**src/rtl/cpu24_pkg.sv**
```systemverilog
// Shared constants for the 24-bit execute/writeback stage: widths, opcode map, FSM states.
// CPU24_MUL_EN adds opcode 8 (MUL) to the legal set.
package cpu24_pkg;

    localparam int DATA_W     = 24;
    localparam int REG_ADDR_W = 4;
    localparam int SHAMT_W    = 5;
    localparam int OPC_W      = 4;

    localparam logic [OPC_W-1:0] OP_ADD = 4'd0;
    localparam logic [OPC_W-1:0] OP_SUB = 4'd1;
    localparam logic [OPC_W-1:0] OP_AND = 4'd2;
    localparam logic [OPC_W-1:0] OP_OR  = 4'd3;
    localparam logic [OPC_W-1:0] OP_XOR = 4'd4;
    localparam logic [OPC_W-1:0] OP_SLT = 4'd5;
    localparam logic [OPC_W-1:0] OP_SLL = 4'd6;
    localparam logic [OPC_W-1:0] OP_SRL = 4'd7;
    localparam logic [OPC_W-1:0] OP_MUL = 4'd8;

    typedef enum logic [1:0] {
        ST_IDLE = 2'd0,
        ST_MUL  = 2'd1,
        ST_WB   = 2'd2
    } state_t;

    function automatic logic op_is_legal(input logic [OPC_W-1:0] op);
`ifdef CPU24_MUL_EN
        return (op <= OP_MUL);
`else
        return (op <= OP_SRL);
`endif
    endfunction

endpackage

```
**src/rtl/seq_multiplier.sv**
```systemverilog
// Shift-add multiplier: one partial product per cycle for W cycles after i_Start.
// o_Product is valid in the cycle o_Done is high (it includes that cycle's partial product).
module seq_multiplier #(
    parameter int W = 24
) (
    input  logic         i_Clock,
    input  logic         i_Reset,
    input  logic         i_Start,
    input  logic [W-1:0] i_A,
    input  logic [W-1:0] i_B,
    output logic         o_Done,
    output logic [W-1:0] o_Product
);

    localparam int CNT_W = $clog2(W);

    logic             r_busy;
    logic [CNT_W-1:0] r_cnt;
    logic [W-1:0]     r_acc;
    logic [W-1:0]     r_a;
    logic [W-1:0]     r_b;
    logic [W-1:0]     w_acc_nxt;
    logic             w_last;

    // Only the low W bits of the product are kept, so bits shifted out of r_a are dropped.
    assign w_acc_nxt = r_acc + (r_b[0] ? r_a : '0);
    assign w_last    = r_busy && (r_cnt == CNT_W'(W - 1));
    assign o_Done    = w_last;
    assign o_Product = w_acc_nxt;

    always_ff @(posedge i_Clock) begin
        if (i_Reset) begin
            r_busy <= 1'b0;
            r_cnt  <= '0;
            r_acc  <= '0;
            r_a    <= '0;
            r_b    <= '0;
        end else if (i_Start) begin
            r_busy <= 1'b1;
            r_cnt  <= '0;
            r_acc  <= '0;
            r_a    <= i_A;
            r_b    <= i_B;
        end else if (r_busy) begin
            r_acc <= w_acc_nxt;
            r_a   <= r_a << 1;
            r_b   <= r_b >> 1;
            if (w_last) begin
                r_busy <= 1'b0;
                r_cnt  <= '0;
            end else begin
                r_cnt <= r_cnt + 1'b1;
            end
        end
    end

endmodule

```
**src/rtl/alu_writeback_stage.sv**
```systemverilog
// Execute/writeback stage: single-cycle ALU plus optional iterative MUL, drives the regfile write port.
// Define CPU24_MUL_EN to build the MUL state and seq_multiplier; otherwise opcode 8 is illegal.
module alu_writeback_stage
    import cpu24_pkg::*;
#(
    parameter int DATA_W     = cpu24_pkg::DATA_W,
    parameter int REG_ADDR_W = cpu24_pkg::REG_ADDR_W,
    parameter int SHAMT_W    = cpu24_pkg::SHAMT_W
) (
    input  logic                  i_Clock,
    input  logic                  i_Reset,
    input  logic                  i_InValid,
    output logic                  o_InReady,
    input  logic [3:0]            i_Opcode,
    input  logic [DATA_W-1:0]     i_ReadRS,
    input  logic [DATA_W-1:0]     i_ReadRT,
    input  logic [SHAMT_W-1:0]    i_Shamt,
    input  logic [REG_ADDR_W-1:0] i_RDIn,
    output logic [DATA_W-1:0]     o_WriteData,
    output logic [REG_ADDR_W-1:0] o_RD,
    output logic                  o_RegWrite,
    output logic                  o_Zero,
    output logic                  o_Overflow,
    output logic                  o_IllegalOp
);

    localparam int MSB = DATA_W - 1;

    state_t                r_state;
    state_t                w_state_nxt;
    logic [DATA_W-1:0]     r_write_data;
    logic [REG_ADDR_W-1:0] r_rd;
    logic                  r_reg_write;
    logic                  r_zero;
    logic                  r_overflow;
    logic                  r_illegal;

    logic                  w_ready;
    logic                  w_xfer;
    logic                  w_legal;
    logic                  w_is_mul;
    logic                  w_mul_done;
    logic [DATA_W-1:0]     w_alu;
    logic                  w_ovf;
    logic [DATA_W-1:0]     w_sum;
    logic [DATA_W-1:0]     w_diff;
    logic                  w_shift_big;

    assign w_ready  = (r_state != ST_MUL) && !i_Reset;
    assign w_xfer   = i_InValid && w_ready;
    assign w_legal  = op_is_legal(i_Opcode);

    assign w_sum       = i_ReadRS + i_ReadRT;
    assign w_diff      = i_ReadRS - i_ReadRT;
    assign w_shift_big = (i_Shamt >= SHAMT_W'(DATA_W));

    // Shifts operate on ReadRT (rd = rt << shamt), matching the classic R-type form.
    always_comb begin
        w_alu = '0;
        w_ovf = 1'b0;
        case (i_Opcode)
            OP_ADD: begin
                w_alu = w_sum;
                w_ovf = (i_ReadRS[MSB] == i_ReadRT[MSB]) && (w_sum[MSB] != i_ReadRS[MSB]);
            end
            OP_SUB: begin
                w_alu = w_diff;
                w_ovf = (i_ReadRS[MSB] != i_ReadRT[MSB]) && (w_diff[MSB] != i_ReadRS[MSB]);
            end
            OP_AND:  w_alu = i_ReadRS & i_ReadRT;
            OP_OR:   w_alu = i_ReadRS | i_ReadRT;
            OP_XOR:  w_alu = i_ReadRS ^ i_ReadRT;
            OP_SLT:  w_alu = {{(DATA_W-1){1'b0}}, ($signed(i_ReadRS) < $signed(i_ReadRT))};
            OP_SLL:  w_alu = w_shift_big ? '0 : (i_ReadRT << i_Shamt);
            OP_SRL:  w_alu = w_shift_big ? '0 : (i_ReadRT >> i_Shamt);
            default: w_alu = '0;
        endcase
    end

`ifdef CPU24_MUL_EN
    logic [DATA_W-1:0]     w_product;
    logic [REG_ADDR_W-1:0] r_mul_rd;

    assign w_is_mul = (i_Opcode == OP_MUL);

    seq_multiplier #(.W(DATA_W)) u_mul (
        .i_Clock   (i_Clock),
        .i_Reset   (i_Reset),
        .i_Start   (w_xfer && w_is_mul),
        .i_A       (i_ReadRS),
        .i_B       (i_ReadRT),
        .o_Done    (w_mul_done),
        .o_Product (w_product)
    );
`else
    assign w_is_mul   = 1'b0;
    assign w_mul_done = 1'b0;
`endif

    always_ff @(posedge i_Clock) begin
        if (i_Reset) r_state <= ST_IDLE;
        else         r_state <= w_state_nxt;
    end

    always_comb begin
        w_state_nxt = r_state;
        case (r_state)
            ST_IDLE, ST_WB: begin
                if (w_xfer) w_state_nxt = (w_legal && w_is_mul) ? ST_MUL : ST_WB;
                else        w_state_nxt = ST_IDLE;
            end
            ST_MUL:  if (w_mul_done) w_state_nxt = ST_WB;
            default: w_state_nxt = ST_IDLE;
        endcase
    end

    // Result registers only move on a real write; illegal ops leave them untouched.
    always_ff @(posedge i_Clock) begin
        if (i_Reset) begin
            r_write_data <= '0;
            r_rd         <= '0;
            r_reg_write  <= 1'b0;
            r_zero       <= 1'b0;
            r_overflow   <= 1'b0;
            r_illegal    <= 1'b0;
`ifdef CPU24_MUL_EN
            r_mul_rd     <= '0;
`endif
        end else begin
            r_reg_write <= 1'b0;
            r_illegal   <= 1'b0;
            if (w_xfer) begin
                if (!w_legal) begin
                    r_illegal <= 1'b1;
                end else if (!w_is_mul) begin
                    r_reg_write  <= 1'b1;
                    r_write_data <= w_alu;
                    r_rd         <= i_RDIn;
                    r_zero       <= (w_alu == '0);
                    r_overflow   <= w_ovf;
                end
`ifdef CPU24_MUL_EN
                else begin
                    r_mul_rd <= i_RDIn;
                end
            end else if (r_state == ST_MUL && w_mul_done) begin
                r_reg_write  <= 1'b1;
                r_write_data <= w_product;
                r_rd         <= r_mul_rd;
                r_zero       <= (w_product == '0);
                r_overflow   <= 1'b0;
`endif
            end
        end
    end

    assign o_InReady   = w_ready;
    assign o_WriteData = r_write_data;
    assign o_RD        = r_rd;
    assign o_RegWrite  = r_reg_write;
    assign o_Zero      = r_zero;
    assign o_Overflow  = r_overflow;
    assign o_IllegalOp = r_illegal;

endmodule
```
**config.mk**
```make
export PLATFORM = sky130hd
export DESIGN_NAME = alu_writeback_stage
export DESIGN_NICKNAME = d
export VERILOG_FILES = /design/src/rtl/cpu24_pkg.sv /design/src/rtl/seq_multiplier.sv /design/src/rtl/alu_writeback_stage.sv
export SDC_FILE = /design/constraint.sdc
export NUM_CORES = 1
export LEC_CHECK = 0
export ABC_AREA = 1
export BUFFER_PORTS_ARGS = -buffer_cell sky130_fd_sc_hd__buf_2
export CAP_MARGIN = 25
export CORE_MARGIN = 3
export CORE_UTILIZATION = 35
export DETAILED_ROUTE_END_ITERATION = 10
export GPL_TIMING_DRIVEN = 0
export PLACE_DENSITY = 0.6
export SLEW_MARGIN = 20
export SYNTH_ARGS = -nofsm -noshare
export SYNTH_HDL_FRONTEND = slang
export SYNTH_SLANG_ARGS = --single-unit
export TNS_END_PERCENT = 100
```
**constraint.sdc**
```tcl
create_clock -name i_Clock -period 4.35 [get_ports i_Clock]
set_clock_uncertainty 0.1 [all_clocks]
set_input_delay 0.87 -clock i_Clock [delete_from_list [all_inputs] [get_ports i_Clock]]
set_output_delay 0.87 -clock i_Clock [all_outputs]
set_load 0.01 [all_outputs]
```
# Word level (Yosys, flattened, before mapping)
# Index checks and enable logic that the tools add are counted.
[classes]
add_sub_neg = 2
n_mul = 0
n_div = 0
order_cmp = 3
eq_ne = 14
shifts = 2
mux = 8
n_bitwise = 4
reduce_logical = 11
[op_table]
columns = ["op", "n"]
rows = [
  ["24-bit one-hot mux with 8 select lines", 1],
  ["24-bit two-way mux", 2],
  ["24-bit adder", 1],
  ["24-bit AND", 1],
  ["24-bit zero test", 1],
  ["24-bit less-than comparator", 1],
  ["24-bit bitwise OR", 1],
  ["24-bit by 5-bit << shifter with 24-bit output", 1],
  ["24-bit by 5-bit right shift with 24-bit output", 1],
  ["24-bit subtractor", 1],
  ["24-bit bitwise XOR", 1],
  ["4-bit by 3-bit equality test with 1-bit output, second input constant", 4],
  ["4-bit by 2-bit equality test with 1-bit output, second input constant", 2],
  ["5-bit greater-or-equal comparator, second input constant", 1],
  ["4-bit by 1-bit equality test with 1-bit output, second input constant", 1],
  ["4-bit by 3-bit <= comparator with 1-bit output, second input constant", 1],
  ["1-bit logical AND", 4],
  ["4-bit zero test", 1],
  ["2-bit one-hot mux with 2 select lines", 1],
  ["2-bit OR reduction", 2],
  ["1-bit inequality test", 3],
  ["2-bit by 1-bit equality test with 1-bit output, second input constant", 1],
  ["2-bit equality test, second input constant", 1],
  ["2-bit zero test", 1],
  ["8 further kinds", 9],
]
[totals]
reg_bits = 34
latchBits = 0
mem_bits_rw = 0
rom_bits = 0
in_bits = 64
out_inout_bits = 33
word_cells = 51
mem_count = 0

# Longest topological paths before layout
# Gate-level depths: netlist (run 1).
[depth]
ltp_word = 5
mapped_depth = 20
depth_no_buf = 19

# Least setup slack after synthesis (run 1)
# No wires, ideal clock.
[synth_timing]
path_type = "input port to flip-flop"
start = "in i_ReadRS[0]"
end = "reg r_zero, in the netlist o_Zero"
setup_time_ns = 0.066
arrival_time_ns = 2.664
required_ns = 4.184
setup_slack_ns = 1.520
cell_stages = 18
n_path_buf = 0
path_cell_list = "inv_1 > ha_1 > fa_1 > inv_1 > nand3_1 > nand2_1 > nand2_1 > nand2_1 > nand2_1 > nand3_1 > nand3_1 > nor2_1 > nand3_1 > nor2_1 > nand2_1 > nor2_1 > nand2_1 > a21oi_2"
[synth_between]
elab_chain_cells = 3
elab_cells_between_ends = 8
classes_between = "add/sub: 2; order compare: 1; mux: 1; bitwise: 3; reduce/logical: 1"
[synth_rtl]
columns = ["item", "line_no", "source"]
rows = [
  ["start: declaration", "alu_writeback_stage.sv:15", "input logic [DATA_W-1:0] i_ReadRS,"],
  ["24-bit subtractor (tied with other cells)", "alu_writeback_stage.sv:54", "assign w_diff = i_ReadRS - i_ReadRT;"],
  ["24-bit one-hot mux with 8 select lines *", "alu_writeback_stage.sv:61", "case (i_Opcode)"],
  ["24-bit zero test *", "alu_writeback_stage.sv:139", "r_zero <= (w_alu == '0);"],
  ["end signal: assignment", "alu_writeback_stage.sv:139", ""],
  ["end: declaration", "alu_writeback_stage.sv:34", "logic r_zero;"],
]
# Every way passes the cells marked *; elsewhere a longest branch is shown, timed or not.
# A chain may end at the register's enable or synchronous reset.

# Final worst setup path (run 1)
[layout_timing]
start = "in i_ReadRT[5]"
end = "reg r_zero, in the netlist o_Zero"
[layout_between]
elab_chain_cells = 4
elab_cells_between_ends = 12
classes_between = "add/sub: 2; order compare: 1; shift: 2; mux: 3; bitwise: 3; reduce/logical: 1"
[layout_rtl]
columns = ["item", "line_no", "source"]
rows = [
  ["start: declaration", "alu_writeback_stage.sv:16", "input logic [DATA_W-1:0] i_ReadRT,"],
  ["branches (longest 2 deep; another with 24-bit subtractor)", "--", ""],
  ["24-bit one-hot mux with 8 select lines *", "alu_writeback_stage.sv:61", ""],
  ["24-bit zero test *", "alu_writeback_stage.sv:139", ""],
]
# Every way passes the cells marked *.

==> flow_summary.html, run 1 <==
<table>
<tr><th>Metric</th><th>Value</th></tr>
<tr><th colspan="2">Setup path</th></tr>
<tr><td>WP data required</td><td>approximately 4.5 ns</td></tr>
<tr><td>Series of cell instances along the critical path</td><td>buf_2 &gt; inv_1 &gt; ha_1 &gt; buf_2 &gt; nor2_1 &gt; and2_1 &gt; nand2_1 &gt; nand2_2 &gt; nand2_1 &gt; nand3_1 &gt; nand2_1 &gt; nor2_1 &gt; nand2_1 &gt; nor2_1 &gt; nand2_1 &gt; nor2_1 &gt; nand3_1 &gt; nor2_1 &gt; nand2_1 &gt; a21oi_2</td></tr>
<tr><td>Worst Reg-to-Reg Cells</td><td>4</td></tr>
<tr><td>Top cell by count, worst path</td><td>sky130_fd_sc_hd__nand2_1</td></tr>
<tr><td>Endpoint class of the critical path</td><td>flip-flop</td></tr>
<tr><td>Total number of cells along the worst setup path</td><td>20</td></tr>
<tr><td>Worst EP arrival</td><td>3.52 ns</td></tr>
<tr><td>Worst setup path class</td><td>primary input to flip-flop</td></tr>
<tr><td>Crit path to</td><td>o_Zero$_SDFFE_PP0P_</td></tr>
<tr><td>Maximum fanout along the worst path</td><td>9</td></tr>
<tr><td>Minimum setup slack among reg-to-reg paths</td><td>3.56 ns</td></tr>
<tr><td>Worst path max stage delay</td><td>0.28 ns</td></tr>
<tr><td>Worst path bufs/invs</td><td>3</td></tr>
<tr><td>R2r endpoint</td><td>o_WriteData[7]$_SDFFE_PP0P_</td></tr>
<tr><td>Kind of cell adding the most delay to the critical path</td><td>simple AND/OR/NAND/NOR gates</td></tr>
<tr><td>CP max stage cell</td><td>sky130_fd_sc_hd__nor2_1</td></tr>
<tr><td>Critical Path Start Type</td><td>primary input</td></tr>
<tr><td>Critical Path Source</td><td>i_ReadRT[5]</td></tr>
<tr><td>Startpoint of the most critical register-to-register path</td><td>o_WriteData[7]$_SDFFE_PP0P_</td></tr>
<tr><th colspan="2">Clocking</th></tr>
<tr><td>Number of buffers between clock root and the deepest sink</td><td>2</td></tr>
<tr><td>Clock tree from TritonCTS</td><td>yes</td></tr>
<tr><td>Clock latency reported for the late side of the worst-skew pair</td><td>between 0.2 and 0.3 ns</td></tr>
<tr><td>CTS H-tree lvls</td><td>2</td></tr>
<tr><td>Root buffer selected by CTS</td><td>sky130_fd_sc_hd__clkbuf_16</td></tr>
<tr><td>Post-CTS Setup Inserts</td><td>0</td></tr>
<tr><td>CTS Hold Buffers Added</td><td>0</td></tr>
<tr><td>Clock Pin Slew Worst Setup and Hold Paths</td><td>0.05 ns</td></tr>
<tr><td>Clock buffers created by TritonCTS</td><td>5</td></tr>
<tr><td>Clock sink count</td><td>32</td></tr>
<tr><td>Gates resized, CTS repair</td><td>0</td></tr>
<tr><th colspan="2">Die</th></tr>
<tr><td>Core Rows</td><td>54</td></tr>
<tr><td>Boundary Pins</td><td>97</td></tr>
<tr><td>Die area</td><td>24800 um^2</td></tr>
<tr><td>Die Wd</td><td>158 um</td></tr>
<tr><td>Standard cell core area</td><td>22200 um^2</td></tr>
<tr><td>Height of the chip</td><td>158 um</td></tr>
<tr><td>Initial Util</td><td>between 30% and 40%</td></tr>
<tr><th colspan="2">Layout</th></tr>
<tr><td>Final-stage net count</td><td>1751</td></tr>
<tr><td>Finished Core Util</td><td>40.5%</td></tr>
<tr><td>Relative area change from synthesis to final layout</td><td>12.0%</td></tr>
<tr><td>Count of fill cells added during filler insertion</td><td>about 2600</td></tr>
<tr><td>Register area</td><td>641 um^2</td></tr>
<tr><td>Share of layout cells above drive strength 1</td><td>12.1%</td></tr>
<tr><td>Multi-input gate area in the final layout</td><td>6320 um^2</td></tr>
<tr><th colspan="2">Run</th></tr>
<tr><td>Max Cap Violations</td><td>0</td></tr>
<tr><th colspan="2">Synth</th></tr>
<tr><td>Gate count of the mapped netlist</td><td>approximately 1500</td></tr>
<tr><td>Number of warnings issued by yosys</td><td>0</td></tr>
<tr><td>Fraction of registers with async set or reset after synthesis</td><td>0%</td></tr>
<tr><td>Post-synth top flop</td><td>sky130_fd_sc_hd__dfxtp_1</td></tr>
<tr><td>Flops &amp; latches, synth</td><td>32</td></tr>
<tr><td>Post-Syn Nets</td><td>1651</td></tr>
<tr><td>Count of flip-flops with a built-in enable after synthesis</td><td>0</td></tr>
<tr><td>Unique masters post-synth</td><td>44</td></tr>
<tr><td>Sequential area share after synthesis</td><td>~8%</td></tr>
<tr><td>Netlist area before placement</td><td>8050 um^2</td></tr>
<tr><td>Average footprint of a synthesized cell</td><td>5.34 um^2</td></tr>
<tr><th colspan="2">Power and ir drop</th></tr>
<tr><td>Psw</td><td>0.819 mW</td></tr>
<tr><td>Fraction of power spent switching nets</td><td>49.5%</td></tr>
<tr><td>Largest voltage drop on the vdd net</td><td>around 0.17 mV</td></tr>
<tr><td>Internal power</td><td>0.836 mW</td></tr>
<tr><td>Power per cell area</td><td>184 nW/um^2</td></tr>
<tr><td>Relative contribution of combinational cells to total power</td><td>between 50% and 60%</td></tr>
<tr><td>Leakage power figure</td><td>a little under 5 nW</td></tr>
<tr><td>Reg power frac</td><td>19.2%</td></tr>
<tr><td>Power Total</td><td>roughly 1.7 mW</td></tr>
<tr><td>Clock network power share</td><td>a little over a fifth</td></tr>
<tr><th colspan="2">Drt</th></tr>
<tr><td>Total wire length after detailed routing</td><td>37200 um</td></tr>
<tr><td>TritonRoute pass-1 iters</td><td>6</td></tr>
<tr><td>Number of DRC markers after the initial detailed-route iteration</td><td>1126</td></tr>
<tr><td>Final routed DRC violation total</td><td>0</td></tr>
<tr><td>Vias after detailed routing</td><td>~11000</td></tr>
<tr><td>Routed wire length per instance</td><td>19.7 um</td></tr>
<tr><td>Number of nets with antenna violations after detailed routing</td><td>0</td></tr>
<tr><td>Via density per instance</td><td>between 5 and 6</td></tr>
<tr><th colspan="2">GRT</th></tr>
<tr><td>Largest net degree at the start of global routing</td><td>11</td></tr>
<tr><td>Remaining global-route overflow</td><td>0</td></tr>
<tr><td>Number of antenna violations at the first check in global routing</td><td>1</td></tr>
<tr><td>Vias in the first global route</td><td>10000</td></tr>
<tr><td>Combined global-route utilization of all metal layers</td><td>29.0%</td></tr>
<tr><td>Global-route wire length before repair</td><td>about 56000 um</td></tr>
<tr><th colspan="2">Timing</th></tr>
<tr><td>Setup repair after global routing missed its margin</td><td>false</td></tr>
<tr><td>Achievable clock frequency</td><td>0.294 GHz</td></tr>
<tr><td>Worst Max-Slew Pin Slew</td><td>between 0.6 and 0.7 ns</td></tr>
<tr><td>Sum of negative setup slack</td><td>0 ns</td></tr>
<tr><td>Post-route clock period utilization</td><td>78.3%</td></tr>
<tr><td>Final critical-path required period</td><td>between 3 and 4 ns</td></tr>
<tr><td>Least setup slack across all paths after layout</td><td>0.946 ns</td></tr>
<tr><td>Number of failing setup endpoints in the final timing report</td><td>0</td></tr>
<tr><td>Relative slew slack</td><td>53.7%</td></tr>
<tr><td>Post-route worst hold slack</td><td>0.372 ns</td></tr>
<tr><td>Max Slew Vio Count</td><td>0</td></tr>
<tr><td>Number of hold-slack violations in the final timing report</td><td>0</td></tr>
<tr><th colspan="2">Placement</th></tr>
<tr><td>Worst slack, placed</td><td>0.649 ns</td></tr>
<tr><td>Count of input and output buffers</td><td>between 90 and 100</td></tr>
<tr><td>Estimated wirelength of the detail-placed design</td><td>31300 um</td></tr>
<tr><td>Routability congestion estimate</td><td>1.04</td></tr>
<tr><th colspan="2">Run status</th></tr>
<tr><td>Outcome</td><td>finished, final reports clean</td></tr>
<tr><th colspan="2">Worst hold path</th></tr>
<tr><td>Min-Delay Path Class</td><td>flip-flop to flip-flop</td></tr>
</table>
-- power groups by stage --
stage	clock network [mW]	registers (mW)	logic, mW
after floorplan	0	0.332	0.628
after global placement	0	0.324	0.962
after detailed placement	0	0.324	0.965
after CTS	0.351	0.318	0.969
after global routing	0.364	0.319	1.09
final	0.345	0.318	0.991
-- through the flow --
stage	std cells	instance area (um^2)
after floorplan	1508	8050
after global placement	1881	8860
after detailed placement	1881	8860
after CTS	1889	9010
after global routing	1890	9010
final	1890	9010
-- worst register-to-register path: stages (launching register included) --
cell and delay [ns]:
sky130_fd_sc_hd__dfxtp_1 0.31, sky130_fd_sc_hd__nand2_1 0.06, sky130_fd_sc_hd__nand2_1 0.05, sky130_fd_sc_hd__o21ai_0 0.11, sky130_fd_sc_hd__inv_1 0.06
-- logic make-up (layout without fill, tap and decap cells) --
kind of cell,count (synthesis),count (layout),share of synthesized area (%)
flip-flops,32,32,7.96
AND/OR/NAND/NOR,914,914,50.5
AO/OA/AOI/OAI,228,228,15.4
XOR/XNOR,2,2,0.218
buffers and inverters,253,354,13.5
adder cells (fa/ha/maj),79,79,12.5
other,0,1,0
-- flip-flops by register name (all words and copies together), names as in the netlist --
register	cells
o_WriteData	24
o_IllegalOp	1
o_Overflow	1
o_RegWrite	1
o_Zero	1
o_RD	4
-- final cells by class --
class                   count  share of cell area (%)
plain buffers              73                    4.54
clock buffers               8                    1.62
well taps                 280                    3.89
diodes                      1                  0.0278
multi-input cells        1223                    70.1
repair buffers             93                    5.16
flip-flops and latches     32                    7.11
inverters                 180                    7.52
-- cells in the mapped netlist (2+ instances only) --
master | n | area [um^2]
sky130_fd_sc_hd__nand3b_1 | 2 | 15.0
sky130_fd_sc_hd__nand3_2 | 9 | 90.1
sky130_fd_sc_hd__nor3_1 | 8 | 40.0
sky130_fd_sc_hd__o221ai_1 | 2 | 17.5
sky130_fd_sc_hd__a21oi_1 | 109 | 546
sky130_fd_sc_hd__buf_1 | 3 | 11.3
sky130_fd_sc_hd__inv_2 | 8 | 30.0
sky130_fd_sc_hd__o22ai_1 | 17 | 106
sky130_fd_sc_hd__nor2_1 | 125 | 469
sky130_fd_sc_hd__buf_6 | 4 | 45.0
sky130_fd_sc_hd__a21o_1 | 2 | 15.0
sky130_fd_sc_hd__clkinv_1 | 2 | 7.51
sky130_fd_sc_hd__o21ai_0 | 64 | 320
sky130_fd_sc_hd__nand4_1 | 15 | 93.8
sky130_fd_sc_hd__nand2_4 | 13 | 146
sky130_fd_sc_hd__a31oi_1 | 8 | 50.1
sky130_fd_sc_hd__dfxtp_1 | 32 | 641
sky130_fd_sc_hd__inv_1 | 169 | 634
sky130_fd_sc_hd__and2_1 | 4 | 25.0
sky130_fd_sc_hd__buf_2 | 32 | 160
sky130_fd_sc_hd__clkbuf_1 | 22 | 82.6
sky130_fd_sc_hd__nand3_1 | 293 | 1470
sky130_fd_sc_hd__nand2_1 | 430 | 1610
sky130_fd_sc_hd__nor2_2 | 4 | 25.0
sky130_fd_sc_hd__nand2_2 | 8 | 50.1
sky130_fd_sc_hd__fa_1 | 2 | 40.0
sky130_fd_sc_hd__ha_1 | 77 | 963
sky130_fd_sc_hd__o21a_1 | 3 | 22.5
sky130_fd_sc_hd__buf_4 | 10 | 75.1
sky130_fd_sc_hd__o21bai_1 | 6 | 45.0
sky130_fd_sc_hd__o21ai_1 | 9 | 45.0
sky130_fd_sc_hd__o211ai_1 | 4 | 30.0
-- layer usage --
layer  track usage (%)  routed length [um]  share of wire (%)  vias up
li1                  -                   -                  -     5158
met1              38.6               15700                 42     4861
met2              49.5               17300                 47      491
met3              3.06                2930                7.9       72
met4              8.80                1290                3.5        0
met5                 0                   0                  0        -
-- how the worst min path moves through the flow --
stage	start	to	slack, ns	cells past startpoint
after floorplan	o_WriteData[20]$_SDFFE_PP0P_	o_WriteData[20]$_SDFFE_PP0P_	0.39	2
after global placement	o_WriteData[19]$_SDFFE_PP0P_	o_WriteData[19]$_SDFFE_PP0P_	0.35	2
after detailed placement	o_WriteData[12]$_SDFFE_PP0P_	o_WriteData[12]$_SDFFE_PP0P_	0.36	2
after CTS	o_WriteData[17]$_SDFFE_PP0P_	o_WriteData[17]$_SDFFE_PP0P_	0.37	2
after global routing	o_WriteData[21]$_SDFFE_PP0P_	o_WriteData[21]$_SDFFE_PP0P_	0.38	2
final	o_WriteData[21]$_SDFFE_PP0P_	o_WriteData[21]$_SDFFE_PP0P_	0.37	2
-- placed cells by master, fill, tap and decap left out, types with 9 or more instances in the layout --
cell	instances
sky130_fd_sc_hd__nand3_1	293
sky130_fd_sc_hd__buf_2	125
sky130_fd_sc_hd__nand4_1	15
sky130_fd_sc_hd__inv_1	169
sky130_fd_sc_hd__nand2_4	13
sky130_fd_sc_hd__a21oi_1	109
sky130_fd_sc_hd__nand3_2	9
sky130_fd_sc_hd__buf_4	10
sky130_fd_sc_hd__o22ai_1	17
sky130_fd_sc_hd__o21ai_1	9
sky130_fd_sc_hd__o21ai_0	64
sky130_fd_sc_hd__ha_1	77
sky130_fd_sc_hd__clkbuf_1	24
sky130_fd_sc_hd__dfxtp_1	32
sky130_fd_sc_hd__nor2_1	125
sky130_fd_sc_hd__nand2_1	430
(Power assumes the default switching activity.)
==> inputs of run 2 (changes only) <==
- ABC_AREA: 1 -> 0
- PLACE_DENSITY: 0.6 -> 0.61
- clock period: 4.35 -> 2.9 ns (I/O delays scaled with it)
==> run 2 against run 1 <==
The run now ends with negative setup slack left. Clock power up 54%. Wire length up 11%. Hold slack worse by 0.022 ns. Die area up 2.3%. First-iteration DRC count up 7.3%. Critical endpoint unchanged. Largest cell class unchanged. Non-clock buffer count up 90.
==> flow_summary.html, run 2 <==
<table>
<tr><th>Metric</th><th>Value</th></tr>
<tr><th colspan="2">Run status</th></tr>
<tr><td>Outcome</td><td>finished, violations left</td></tr>
<tr><td>Violated checks</td><td>negative setup slack</td></tr>
<tr><th colspan="2">Layout</th></tr>
<tr><td>Antenna fix cells</td><td>0 (-1)</td></tr>
<tr><td>Register area</td><td>641 um^2 (unchanged)</td></tr>
<tr><td>Multi-input gate area in the final layout</td><td>7960 um^2 (+26%)</td></tr>
<tr><td>Share of layout cells above drive strength 1</td><td>38.8% (+27 points)</td></tr>
<tr><td>Most frequent cells in the layout</td><td>sky130_fd_sc_hd__nand2_1, sky130_fd_sc_hd__buf_2, sky130_fd_sc_hd__buf_4, sky130_fd_sc_hd__nor2_1, sky130_fd_sc_hd__ha_1</td></tr>
<tr><td>Relative area change from synthesis to final layout</td><td>39.7%</td></tr>
<tr><td>Flip-flop count of the largest register, all copies and words added</td><td>24 (unchanged)</td></tr>
<tr><td>Final-stage net count</td><td>1412 (-19%)</td></tr>
<tr><td>Finished Core Util</td><td>50.2% (+9.7 points)</td></tr>
<tr><td>Most common cell after layout, fill and taps aside</td><td>sky130_fd_sc_hd__nand2_1</td></tr>
<tr><td>Count of fill cells added during filler insertion</td><td>2214 (-14%)</td></tr>
<tr><th colspan="2">Drt</th></tr>
<tr><td>Number of nets with antenna violations after detailed routing</td><td>0 (unchanged)</td></tr>
<tr><td>Total wire length after detailed routing</td><td>41300 um (+11%)</td></tr>
<tr><td>Via density per instance</td><td>6.55 (+17%)</td></tr>
<tr><td>TritonRoute pass-1 iters</td><td>7 (+1)</td></tr>
<tr><td>Final routed DRC violation total</td><td>0 (unchanged)</td></tr>
<tr><td>Routed wire length per instance</td><td>26.1 um (+33%)</td></tr>
<tr><td>Vias after detailed routing</td><td>10400 (-2.0%)</td></tr>
<tr><td>Number of DRC markers after the initial detailed-route iteration</td><td>1208 (+7.3%)</td></tr>
<tr><th colspan="2">Synth</th></tr>
<tr><td>Number of warnings issued by yosys</td><td>0 (unchanged)</td></tr>
<tr><td>Area share of the largest cell type after synthesis</td><td>11.7% (-8.4 points)</td></tr>
<tr><td>Flops &amp; latches, synth</td><td>32 (unchanged)</td></tr>
<tr><td>Most instantiated cells after synthesis</td><td>sky130_fd_sc_hd__nand2_1, sky130_fd_sc_hd__nor2_1, sky130_fd_sc_hd__ha_1</td></tr>
<tr><td>Count of flip-flops with a built-in enable after synthesis</td><td>0 (unchanged)</td></tr>
<tr><td>Sequential area share after synthesis</td><td>7.77% (-0.19 points)</td></tr>
<tr><td>Gate count of the mapped netlist</td><td>1092 (-28%)</td></tr>
<tr><td>Leading cell type by number of instances after synthesis</td><td>sky130_fd_sc_hd__nand2_1</td></tr>
<tr><td>Average footprint of a synthesized cell</td><td>7.55 um^2 (+41%)</td></tr>
<tr><td>Post-synth top flop</td><td>sky130_fd_sc_hd__dfxtp_1</td></tr>
<tr><td>Post-Syn Nets</td><td>1235 (-25%)</td></tr>
<tr><td>Netlist area before placement</td><td>8240 um^2 (+2.4%)</td></tr>
<tr><td>Top cells by area in the synthesized netlist</td><td>sky130_fd_sc_hd__ha_1, sky130_fd_sc_hd__mux4_2, sky130_fd_sc_hd__dfxtp_1, sky130_fd_sc_hd__nand2_1, sky130_fd_sc_hd__mux2i_1</td></tr>
<tr><td>Fraction of registers with async set or reset after synthesis</td><td>0% (unchanged)</td></tr>
<tr><td>Unique masters post-synth</td><td>103 (+130%)</td></tr>
<tr><td>Library cell with the largest summed area after synthesis</td><td>sky130_fd_sc_hd__ha_1</td></tr>
<tr><th colspan="2">Power and ir drop</th></tr>
<tr><td>Psw</td><td>1.40 mW (+70%)</td></tr>
<tr><td>Power per cell area</td><td>271 nW/um^2 (+47%)</td></tr>
<tr><td>Power Total</td><td>3.12 mW (+88%)</td></tr>
<tr><td>Clock network power share</td><td>17.0% (-3.9 points)</td></tr>
<tr><td>Largest voltage drop on the vdd net</td><td>0.279 mV (+61%)</td></tr>
<tr><td>Reg power frac</td><td>15.2% (-4.0 points)</td></tr>
<tr><td>Leakage power figure</td><td>4.87 nW (-1.8%)</td></tr>
<tr><td>Internal power</td><td>1.72 mW (+110%)</td></tr>
<tr><td>Fraction of power spent switching nets</td><td>44.8% (-4.7 points)</td></tr>
<tr><td>Relative contribution of combinational cells to total power</td><td>67.7% (+7.8 points)</td></tr>
<tr><th colspan="2">Die</th></tr>
<tr><td>Boundary Pins</td><td>97 (unchanged)</td></tr>
<tr><td>Die area</td><td>25400 um^2 (+2.3%)</td></tr>
<tr><td>Core Rows</td><td>55 (+1.9%)</td></tr>
<tr><td>Initial Util</td><td>36.0% (-0.24 points)</td></tr>
<tr><td>Height of the chip</td><td>159 um (+1.2%)</td></tr>
<tr><td>Die Wd</td><td>159 um (+1.2%)</td></tr>
<tr><td>Standard cell core area</td><td>22900 um^2 (+3.1%)</td></tr>
<tr><th colspan="2">Setup path</th></tr>
<tr><td>Total number of cells along the worst setup path</td><td>14 (-30%)</td></tr>
<tr><td>Startpoint of the most critical register-to-register path</td><td>o_WriteData[2]$_SDFFE_PP0P_</td></tr>
<tr><td>WP data required</td><td>2.99 ns (-1.47 ns)</td></tr>
<tr><td>CP max stage cell</td><td>sky130_fd_sc_hd__a221oi_2</td></tr>
<tr><td>Crit path to</td><td>o_Zero$_SDFFE_PP0P_</td></tr>
<tr><td>R2r endpoint</td><td>o_WriteData[2]$_SDFFE_PP0P_</td></tr>
<tr><td>Critical Path Source</td><td>i_Shamt[1]</td></tr>
<tr><td>Worst path max stage delay</td><td>0.41 ns (+0.13 ns)</td></tr>
<tr><td>Series of cell instances along the critical path</td><td>buf_6 &gt; buf_12 &gt; buf_8 &gt; buf_6 &gt; mux2_1 &gt; mux2i_2 &gt; mux2i_2 &gt; a221oi_2 &gt; o211ai_1 &gt; nor3_2 &gt; nand4_1 &gt; nor4_4 &gt; nand4_1 &gt; o31ai_2</td></tr>
<tr><td>Maximum fanout along the worst path</td><td>10 (+1)</td></tr>
<tr><td>Worst setup path class</td><td>primary input to flip-flop</td></tr>
<tr><td>Endpoint class of the critical path</td><td>flip-flop</td></tr>
<tr><td>Worst Reg-to-Reg Cells</td><td>2 (-2)</td></tr>
<tr><td>Critical Path Start Type</td><td>primary input</td></tr>
<tr><td>Kind of cell adding the most delay to the critical path</td><td>multiplexers</td></tr>
<tr><td>Minimum setup slack among reg-to-reg paths</td><td>2.12 ns (-1.44 ns)</td></tr>
<tr><td>Worst EP arrival</td><td>3.56 ns (+0.04 ns)</td></tr>
<tr><td>Worst path bufs/invs</td><td>4 (+1)</td></tr>
<tr><th colspan="2">GRT</th></tr>
<tr><td>Number of antenna violations at the first check in global routing</td><td>0 (-1)</td></tr>
<tr><td>Global-route wire length before repair</td><td>60800 um (+9.1%)</td></tr>
<tr><td>Largest net degree at the start of global routing</td><td>12 (+1)</td></tr>
<tr><td>Remaining global-route overflow</td><td>0 (unchanged)</td></tr>
<tr><td>Combined global-route utilization of all metal layers</td><td>30.4% (+1.4 points)</td></tr>
<tr><td>Vias in the first global route</td><td>9682 (-3.2%)</td></tr>
<tr><th colspan="2">Timing</th></tr>
<tr><td>Setup repair after global routing missed its margin</td><td>true</td></tr>
<tr><td>Max Slew Vio Count</td><td>0 (unchanged)</td></tr>
<tr><td>Final critical-path required period</td><td>approximately 3.5 ns</td></tr>
<tr><td>Post-route clock period utilization</td><td>120%</td></tr>
<tr><td>Worst Max-Slew Pin Slew</td><td>0.951 ns (+0.259 ns)</td></tr>
<tr><td>Achievable clock frequency</td><td>a little under 0.3 GHz</td></tr>
<tr><td>Least setup slack across all paths after layout</td><td>-0.570 ns (-1.52 ns)</td></tr>
<tr><td>Relative slew slack</td><td>36.4% (-17 points)</td></tr>
<tr><td>Number of failing setup endpoints in the final timing report</td><td>15 (+15)</td></tr>
<tr><td>Number of hold-slack violations in the final timing report</td><td>0 (unchanged)</td></tr>
<tr><th colspan="2">Clocking</th></tr>
<tr><td>Clock Pin Slew Worst Setup and Hold Paths</td><td>0.05 ns (about the same)</td></tr>
<tr><td>Clock sink count</td><td>32 (unchanged)</td></tr>
<tr><td>CTS H-tree lvls</td><td>2 (unchanged)</td></tr>
<tr><td>Root buffer selected by CTS</td><td>sky130_fd_sc_hd__clkbuf_16</td></tr>
<tr><td>Clock buffers created by TritonCTS</td><td>5 (unchanged)</td></tr>
<tr><td>Number of buffers between clock root and the deepest sink</td><td>2 (unchanged)</td></tr>
<tr><td>Clock latency reported for the late side of the worst-skew pair</td><td>0.27 ns (about the same)</td></tr>
<tr><td>Clock tree from TritonCTS</td><td>yes</td></tr>
<tr><th colspan="2">Placement</th></tr>
<tr><td>Count of input and output buffers</td><td>92 (-1.1%)</td></tr>
<tr><td>Estimated wirelength of the detail-placed design</td><td>31700 um (+1.4%)</td></tr>
<tr><td>Routability congestion estimate</td><td>1.02 (-1.9%)</td></tr>
<tr><th colspan="2">Worst hold path</th></tr>
<tr><td>Min-Delay Path Class</td><td>flip-flop to flip-flop</td></tr>
<tr><th colspan="2">Run</th></tr>
<tr><td>Max Cap Violations</td><td>0 (unchanged)</td></tr>
</table>
-- run 2: how the worst min path moves through the flow --
stage,from,endpoint,depth (start not counted)
after global placement,o_RD[2]$_SDFFE_PP0P_,o_RD[2]$_SDFFE_PP0P_,2
after global routing,o_RD[1]$_SDFFE_PP0P_,o_RD[1]$_SDFFE_PP0P_,2
after detailed placement,o_RD[2]$_SDFFE_PP0P_,o_RD[2]$_SDFFE_PP0P_,2
after floorplan,o_RD[0]$_SDFFE_PP0P_,o_RD[0]$_SDFFE_PP0P_,2
final,o_WriteData[14]$_SDFFE_PP0P_,o_WriteData[14]$_SDFFE_PP0P_,2
after CTS,o_RD[2]$_SDFFE_PP0P_,o_RD[2]$_SDFFE_PP0P_,2
-- run 2: tightest hold or removal path, cell delays in order (launching register included) --
cell	delay, ns
sky130_fd_sc_hd__dfxtp_1	0.30
sky130_fd_sc_hd__nand3_1	0.06
sky130_fd_sc_hd__nand2_1	0.04
-- run 2: stage by stage --
step	instance area [um^2]	instances	setup TNS [ns]	setup slack [ns]	hold slack, ns
6_report	11500	1582	-3.52	-0.570	0.351
5_1_grt	11500	1582	-4.53	-0.621	0.376
4_1_cts	11000	1566	-3.16	-0.527	0.352
3_5_place_dp	9500	1500	-22.01	-1.60	0.343
3_3_place_gp	9460	1497	-31.60	-1.96	0.340
2_1_floorplan	8610	1092	-0.556	-0.392	0.378
-- run 2: layout make-up --
type | count | area share [%]
well taps | 313 | 3.40
clock buffers | 7 | 1.33
flip-flops and latches | 32 | 5.56
repair buffers | 173 | 11.1
multi-input cells | 893 | 69.1
inverters | 81 | 2.89
plain buffers | 83 | 6.60
-- run 2: power by group through the flow --
stage | clock network [mW] | logic (mW) | registers, mW
3_5_place_dp | 0 | 1.59 | 0.484
6_report | 0.531 | 2.11 | 0.475
4_1_cts | 0.540 | 1.91 | 0.475
5_1_grt | 0.559 | 2.21 | 0.477
3_3_place_gp | 0 | 1.59 | 0.483
2_1_floorplan | 0 | 1.06 | 0.495
-- run 2: metal layers --
| layer | wire length, um | vias up | GRT usage, % |
|---|---|---|---|
| met4 | 2510 | 0 | 14.3 |
| met3 | 4110 | 160 | 4.53 |
| met5 | 0 | - | 0 |
| li1 | - | 4495 | - |
| met1 | 16000 | 4998 | 39.9 |
| met2 | 18600 | 715 | 49.1 |
-- run 2: kinds of logic (layout without fill, tap and decap cells) --
family | after synthesis | count (layout) | share of synthesized area [%]
AND/OR/NAND/NOR | 361 | 361 | 22.0
AO/OA/AOI/OAI | 348 | 348 | 30.3
buffers and inverters | 167 | 344 | 9.08
multiplexers | 97 | 97 | 17.8
adder cells (fa/ha/maj) | 79 | 79 | 12.2
flip-flops | 32 | 32 | 7.77
XOR/XNOR | 8 | 8 | 0.850
-- run 2: what timing repair did --
| item | 4_1_cts | 5_1_grt |
|---|---|---|
| buffers inserted | 63 | 19 |
| setup endpoints to repair | 31 | 20 |
| pin swaps | 55 | 59 |
| gates resized for setup | 224 | 112 |
| hold buffers | 0 | 0 |
| endpoints found under the hold margin | 0 | 0 |
